## src/rtl/qinj_pkg.sv

```systemverilog
// qinj_pkg: shared state encoding and default widths for the charge-injection sequencer
package qinj_pkg;
   typedef enum logic [2:0] {IDLE, DELAY, PULSE, GAP, FINISH} qinj_state_e;
   localparam int CNT_W_DEF = 8;
   localparam int DLY_W_DEF = 6;
   localparam int PW_DEF    = 2;
   function automatic int max_w(int a, int b);
      return a > b ? a : b;
   endfunction
endpackage

```

## src/rtl/qinj_cycle_counter.sv

```systemverilog
// qinj_cycle_counter: loadable down-counter that saturates at zero and flags it
module qinj_cycle_counter #(
   parameter int W = 8
) (
   input  logic         clk,
   input  logic         rst_n,
   input  logic         load,
   input  logic [W-1:0] load_val,
   output logic         zero
);
   logic [W-1:0] cnt;
   always_ff @(posedge clk or negedge rst_n)
      if (!rst_n) cnt <= '0;
      else if (load) cnt <= load_val;
      else if (cnt != '0) cnt <= cnt - W'(1);
   assign zero = cnt == '0;
endmodule

```

## src/rtl/qinj_sequencer.sv

```systemverilog
// qinj_sequencer: burst generator for the HTree ChargeInj line (delay, N pulses of PW cycles, gaps)
module qinj_sequencer
   import qinj_pkg::*;
#(
   parameter int CNT_W = CNT_W_DEF,
   parameter int DLY_W = DLY_W_DEF,
   parameter int PW    = PW_DEF
) (
   input  logic             CLK40,
   input  logic             RSTn,
   input  logic             QInjEn,
   input  logic             QInjStart,
   input  logic             QInjAbort,
   input  logic [DLY_W-1:0] QInjDelay,
   input  logic [CNT_W-1:0] QInjCount,
   input  logic [CNT_W-1:0] QInjInterval,
   output logic             ChargeInj,
   output logic             Busy,
   output logic             Done,
   output logic [CNT_W-1:0] PulseCnt
);
   localparam int TW = max_w(max_w(CNT_W, DLY_W), 4);
   qinj_state_e state, nxt;
   logic [1:0] rst_sync;
   logic rst_n_i;
   logic [CNT_W-1:0] cnt_l, int_l;
   logic tmr_load, tmr_zero;
   logic [TW-1:0] tmr_val, gap_len;
   logic charge_d, busy_d, done_d;
   // assertion is immediate, release only after two clean edges
   always_ff @(posedge CLK40 or negedge RSTn)
      if (!RSTn) rst_sync <= '0;
      else rst_sync <= {rst_sync[0], 1'b1};
   assign rst_n_i = rst_sync[1];
   always_ff @(posedge CLK40 or negedge rst_n_i)
      if (!rst_n_i) state <= IDLE;
      else state <= nxt;
   always_comb begin
      nxt = state;
      case (state)
         IDLE:    nxt = (QInjStart && QInjEn) ? DELAY : IDLE;
         DELAY:   if (tmr_zero) nxt = (cnt_l == '0) ? FINISH : PULSE;
         PULSE:   if (tmr_zero) nxt = (PulseCnt == cnt_l) ? FINISH : GAP;
         GAP:     if (tmr_zero) nxt = PULSE;
         FINISH:  nxt = IDLE;
         default: nxt = IDLE;
      endcase
      if (QInjAbort) nxt = IDLE;
   end
   // every state entry reloads the shared timer with (length - 1)
   always_comb begin
      gap_len  = (int_l == '0) ? '0 : TW'(int_l) - TW'(1);
      tmr_load = nxt != state;
      tmr_val  = nxt == DELAY ? TW'(QInjDelay) : nxt == PULSE ? TW'(PW - 1) : nxt == GAP ? gap_len : '0;
      charge_d = nxt == PULSE;
      busy_d   = nxt inside {DELAY, PULSE, GAP};
      done_d   = nxt == FINISH;
   end
   qinj_cycle_counter #(.W(TW)) u_tmr (
      .clk(CLK40),
      .rst_n(rst_n_i),
      .load(tmr_load),
      .load_val(tmr_val),
      .zero(tmr_zero)
   );
   always_ff @(posedge CLK40 or negedge rst_n_i)
      if (!rst_n_i) begin
         ChargeInj <= 1'b0;
         Busy      <= 1'b0;
         Done      <= 1'b0;
         PulseCnt  <= '0;
         cnt_l     <= '0;
         int_l     <= '0;
      end else begin
         ChargeInj <= charge_d;
         Busy      <= busy_d;
         Done      <= done_d;
         if (state == IDLE && nxt == DELAY) begin
            cnt_l    <= QInjCount;
            int_l    <= QInjInterval;
            PulseCnt <= '0;
         end else if (charge_d && state != PULSE) PulseCnt <= PulseCnt + CNT_W'(1);
      end
endmodule
```

## config.mk

```make
export PLATFORM = sky130hd
export DESIGN_NAME = qinj_sequencer
export DESIGN_NICKNAME = d
export VERILOG_FILES = /design/src/rtl/qinj_pkg.sv /design/src/rtl/qinj_cycle_counter.sv /design/src/rtl/qinj_sequencer.sv
export SDC_FILE = /design/constraint.sdc
export NUM_CORES = 1
export LEC_CHECK = 0
export ABC_AREA = 1
export CAP_MARGIN = 5
export CELL_PAD_IN_SITES_DETAIL_PLACEMENT = 0
export CELL_PAD_IN_SITES_GLOBAL_PLACEMENT = 1
export CORE_MARGIN = 4
export CORE_UTILIZATION = 39
export DETAILED_ROUTE_END_ITERATION = 10
export GPL_TIMING_DRIVEN = 0
export PLACE_DENSITY_LB_ADDON = 0.1
export SLEW_MARGIN = 20
export SYNTH_ARGS = -nofsm -noshare
export SYNTH_HDL_FRONTEND = slang
export SYNTH_SLANG_ARGS = --single-unit
```

## constraint.sdc

```tcl
create_clock -name CLK40 -period 1.5 [get_ports CLK40]
set_input_delay 0.3 -clock CLK40 [delete_from_list [all_inputs] [get_ports CLK40]]
set_output_delay 0.3 -clock CLK40 [all_outputs]
set_load 0.05 [all_outputs]
```

==> reports/qor.json <==
{
  "post-route-cell-area_um2": 3780,
  "critical-path-slowest-cell": "sky130_fd_sc_hd__dfrtp_1",
  "relSlewSlack": 0.648,
  "worst_hold_slack_ns": 0.157,
  "drt-pass1-iter-count": 5,
  "first_global_vias": 2302,
  "grt_setup_unrepaired": "yes",
  "worstPathMaxFanout": 8,
  "synthesis.nets": 368,
  "first_iter_violations": 58,
  "worst-r2r-cell-count": 14,
  "floorplan.initialDensity": 0.401,
  "area_growth_pct": 49.2,
  "number_of_antenna_violations_at_the_first_check_in_global_routing": 0,
  "path_common_cell": "sky130_fd_sc_hd__nand2_2",
  "floorplan.io_pins": 38,
  "drv.max_cap_violation_count": 0,
  "ant_nets": 0,
  "post-route-worst-setup-slack_ns": -0.568,
  "synth_cell_types": 31,
  "timing.critical_path.cells": "inv_2, ha_4, nand2_2, nor2_4, nand3_2, o21bai_1, nand2_2, nand2_2, buf_6, nand3_4, buf_12, clkbuf_16, nand3_2, nand2_1",
  "finalSetupViolCount": 36,
  "cts.htree.levels": 2,
  "post-route-drc-count": 0,
  "syn_inst": 336,
  "worst_hold_path_type": "in -> async",
  "dp_slack_ns": -0.769,
  "power_leakage_nw": 1.81,
  "postCtsHoldBufs": 0,
  "power_per_cell_area_nw_per_um2": 1130,
  "die_x_um": 88.6,
  "synth_async_sr_flop_share": 1.00,
  "cp-end-kind": "register",
  "ir_drop_mv": 0.593,
  "hold_viol": 0,
  "min_period_over_period": 1.38,
  "reg2reg_to": "PulseCnt[0]",
  "r2r_start": "u_tmr.cnt[1]",
  "routedWlPerCell_um": 13.3,
  "netlist.top_cell.by_area": "sky130_fd_sc_hd__dfrtp_1",
  "viasPerCell": 4.79,
  "detailedPlacementHpwl_um": 4510,
  "run_status": "finished with violations",
  "timing.fmax_mhz": 484,
  "cts_tree": "done",
  "ctsLongestPathBuffers": 2,
  "synthDominantCellAreaShare": 0.395,
  "finalWeightedCongestion": 0.797,
  "clk-insertion-delay-late_ns": 0.29,
  "core_um2": 6310,
  "ys_top_cells_by_area": "sky130_fd_sc_hd__dfrtp_1, sky130_fd_sc_hd__nand2_1, sky130_fd_sc_hd__nand3_1",
  "cts.reportedPaths.clkPinSlew_ns": 0.08,
  "critPathLaunchType": "register",
  "final_period_minus_worst_setup_slack_ns": 2.07,
  "diodes": 0,
  "maxSlewViolCount": 0,
  "synth-edff-count": 0,
  "critical_path_arrival_ns": 2.26,
  "number_of_cts_inserted_buffers": 5,
  "synth_flop_cell": "sky130_fd_sc_hd__dfrtp_1",
  "finalNetCount": 443,
  "regToRegSetupSlack_ns": -0.57,
  "synthesis.yosys.warnings": 0,
  "vias": 2344,
  "critical-path-max-stage-delay_ns": 0.40,
  "cts_root_buffer": "sky130_fd_sc_hd__clkbuf_8",
  "setup.worst_path.class": "reg -> reg",
  "place.port_buffers": 37,
  "crit_required_ns": 1.69,
  "synth_area_per_cell_um2": 7.54,
  "cts_sinks": 40,
  "worstMarginPinSlew_ns": 0.524,
  "grt.overflow.total": 0,
  "drt_wl_total_um": 6480,
  "grt_start_max_net_pins": 25,
  "synthesis.area_um2": 2530,
  "dieArea_um2": 7850,
  "drive_above_1_share": 0.347,
  "placed_cell_area_um2": 3090,
  "die_h_um": 88.6,
  "violations": "negative setup slack",
  "synth_sequential_area_ratio": 0.395,
  "ys_seq_elements": 40,
  "globalRouteTotalUtil": 0.174,
  "global_route_wire_length_before_repair_um": 10700,
  "worst_clock_skew_ns": 0.00664,
  "rows": 29
}
worst max path at each step:
stage | cells past startpoint | to | from
final | 14 | PulseCnt[0] | u_tmr.cnt[1]
after global routing | 13 | PulseCnt[1] | u_tmr.cnt[5]
after CTS | 16 | u_tmr.cnt[7] | u_tmr.cnt[0]
after detailed placement | 15 | int_l[3] | u_tmr.cnt[0]
after global placement | 15 | int_l[0] | u_tmr.cnt[0]
after floorplan | 15 | int_l[0] | u_tmr.cnt[0]
sequential cells by signal, indices dropped and copies added (netlist names):
| signal | cells |
|---|---|
| PulseCnt | 8 |
| cnt_l | 8 |
| int_l | 8 |
| u_tmr.cnt | 8 |
| state | 3 |
| rst_sync | 2 |
| Busy | 1 |
| ChargeInj | 1 |
| Done | 1 |
routing by layer:
layer | global-route usage | vias to the layer above | routed length, um
met5 | 0 | - | 0
met3 | 0.0307 | 10 | 225
met4 | 0.0522 | 0 | 82
li1 | - | 1205 | -
met2 | 0.284 | 41 | 3130
met1 | 0.236 | 1088 | 3050
critical path: cells and delay by family, from the launching register on:
| kind | cells | cell delay (ns) |
|---|---|---|
| adders and majority gates | 1 | 0.13 |
| and+or+nand+nor | 8 | 0.64 |
| AOI/OAI and AO/OA | 1 | 0.18 |
| DFF | 1 | 0.40 |
| buffers and inverters | 4 | 0.59 |
cell usage after synthesis (2+ instances only):
cell                        n
sky130_fd_sc_hd__xor2_1    10
sky130_fd_sc_hd__nand3_1   39
sky130_fd_sc_hd__buf_6      3
sky130_fd_sc_hd__a21oi_1    4
sky130_fd_sc_hd__buf_4      2
sky130_fd_sc_hd__inv_1     44
sky130_fd_sc_hd__nor2_2    12
sky130_fd_sc_hd__o211ai_1   2
sky130_fd_sc_hd__xnor2_1    6
sky130_fd_sc_hd__nand4_1    5
sky130_fd_sc_hd__o21ai_0    2
sky130_fd_sc_hd__buf_2      3
sky130_fd_sc_hd__a21oi_2   15
sky130_fd_sc_hd__dfrtp_1   40
sky130_fd_sc_hd__nor2_4     2
sky130_fd_sc_hd__nand2_1   84
sky130_fd_sc_hd__nor2_1    39
sky130_fd_sc_hd__nor3_1     6
sky130_fd_sc_hd__nand2_2    2
sky130_fd_sc_hd__ha_1       5
cells in the final DEF, fill, tap and decap left out, types with 5 or more instances in the layout:
master / Yosys / final
sky130_fd_sc_hd__dfrtp_1: 40 / 31
sky130_fd_sc_hd__nor2_1: 39 / 27
sky130_fd_sc_hd__buf_4: 2 / 19
sky130_fd_sc_hd__nand4_1: 5 / 5
sky130_fd_sc_hd__xor2_1: 10 / 10
sky130_fd_sc_hd__buf_6: 3 / 9
sky130_fd_sc_hd__a21oi_2: 15 / 17
sky130_fd_sc_hd__buf_12: 0 / 5
sky130_fd_sc_hd__xnor2_1: 6 / 6
sky130_fd_sc_hd__nand2_4: 1 / 6
sky130_fd_sc_hd__clkdlybuf4s15_2: 0 / 6
sky130_fd_sc_hd__nand2_1: 84 / 71
sky130_fd_sc_hd__nor3_1: 6 / 5
sky130_fd_sc_hd__nand3_1: 39 / 30
sky130_fd_sc_hd__clkbuf_8: 0 / 7
sky130_fd_sc_hd__dfrtp_2: 0 / 9
sky130_fd_sc_hd__inv_2: 1 / 5
sky130_fd_sc_hd__nand3_2: 0 / 9
sky130_fd_sc_hd__nor2_2: 12 / 5
sky130_fd_sc_hd__clkdlybuf4s50_1: 0 / 26
sky130_fd_sc_hd__nor2_4: 2 / 21
sky130_fd_sc_hd__nand2_2: 2 / 10
sky130_fd_sc_hd__inv_1: 44 / 40
layout make-up:
class / count / area (um2)
plain buffers: 8 / 120
inverters: 46 / 178
repair buffers: 68 / 703
flip-flops and latches: 40 / 1010
multi-input cells: 242 / 1540
fillers: 583 / 2530
clock buffers: 7 / 96.3
well taps: 77 / 96.3
clock inverters: 1 / 30.0
what timing repair did:
action | 4_1_cts | 5_1_grt
hold endpoints to repair | 0 | 0
cloned | 3 | 1
pin swaps | 11 | 22
gates resized for setup | 48 | 51
setup buffers | 12 | 14
endpoints found under the setup margin | 49 | 40
logic make-up after synthesis:
group,after synthesis,synth area share
AO/OA/AOI/OAI,27,0.0845
XOR/XNOR,16,0.0553
adder cells (fa/ha/maj),5,0.0247
buffers and inverters,54,0.0954
flip-flops,40,0.395
other,1,0.00148
AND/OR/NAND/NOR,193,0.343
where the power goes:
part,internal (W),switching [W]
registers,0.00133,0.000211
clock network,0.000588,0.000389
logic,0.000850,0.000894
total,0.00277,0.00149
stage by stage:
step	instances	TNS [ns]	util	total power (W)
2_1_floorplan	336	-13.37	-	0.00254
3_3_place_gp	450	-33.25	0.487	0.00284
3_5_place_dp	451	-24.13	0.490	0.00287
4_1_cts	474	-18.80	0.550	0.00410
5_1_grt	489	-23.33	0.598	0.00459
6_report	489	-18.31	0.598	0.00426
(Power assumes the default switching activity.)
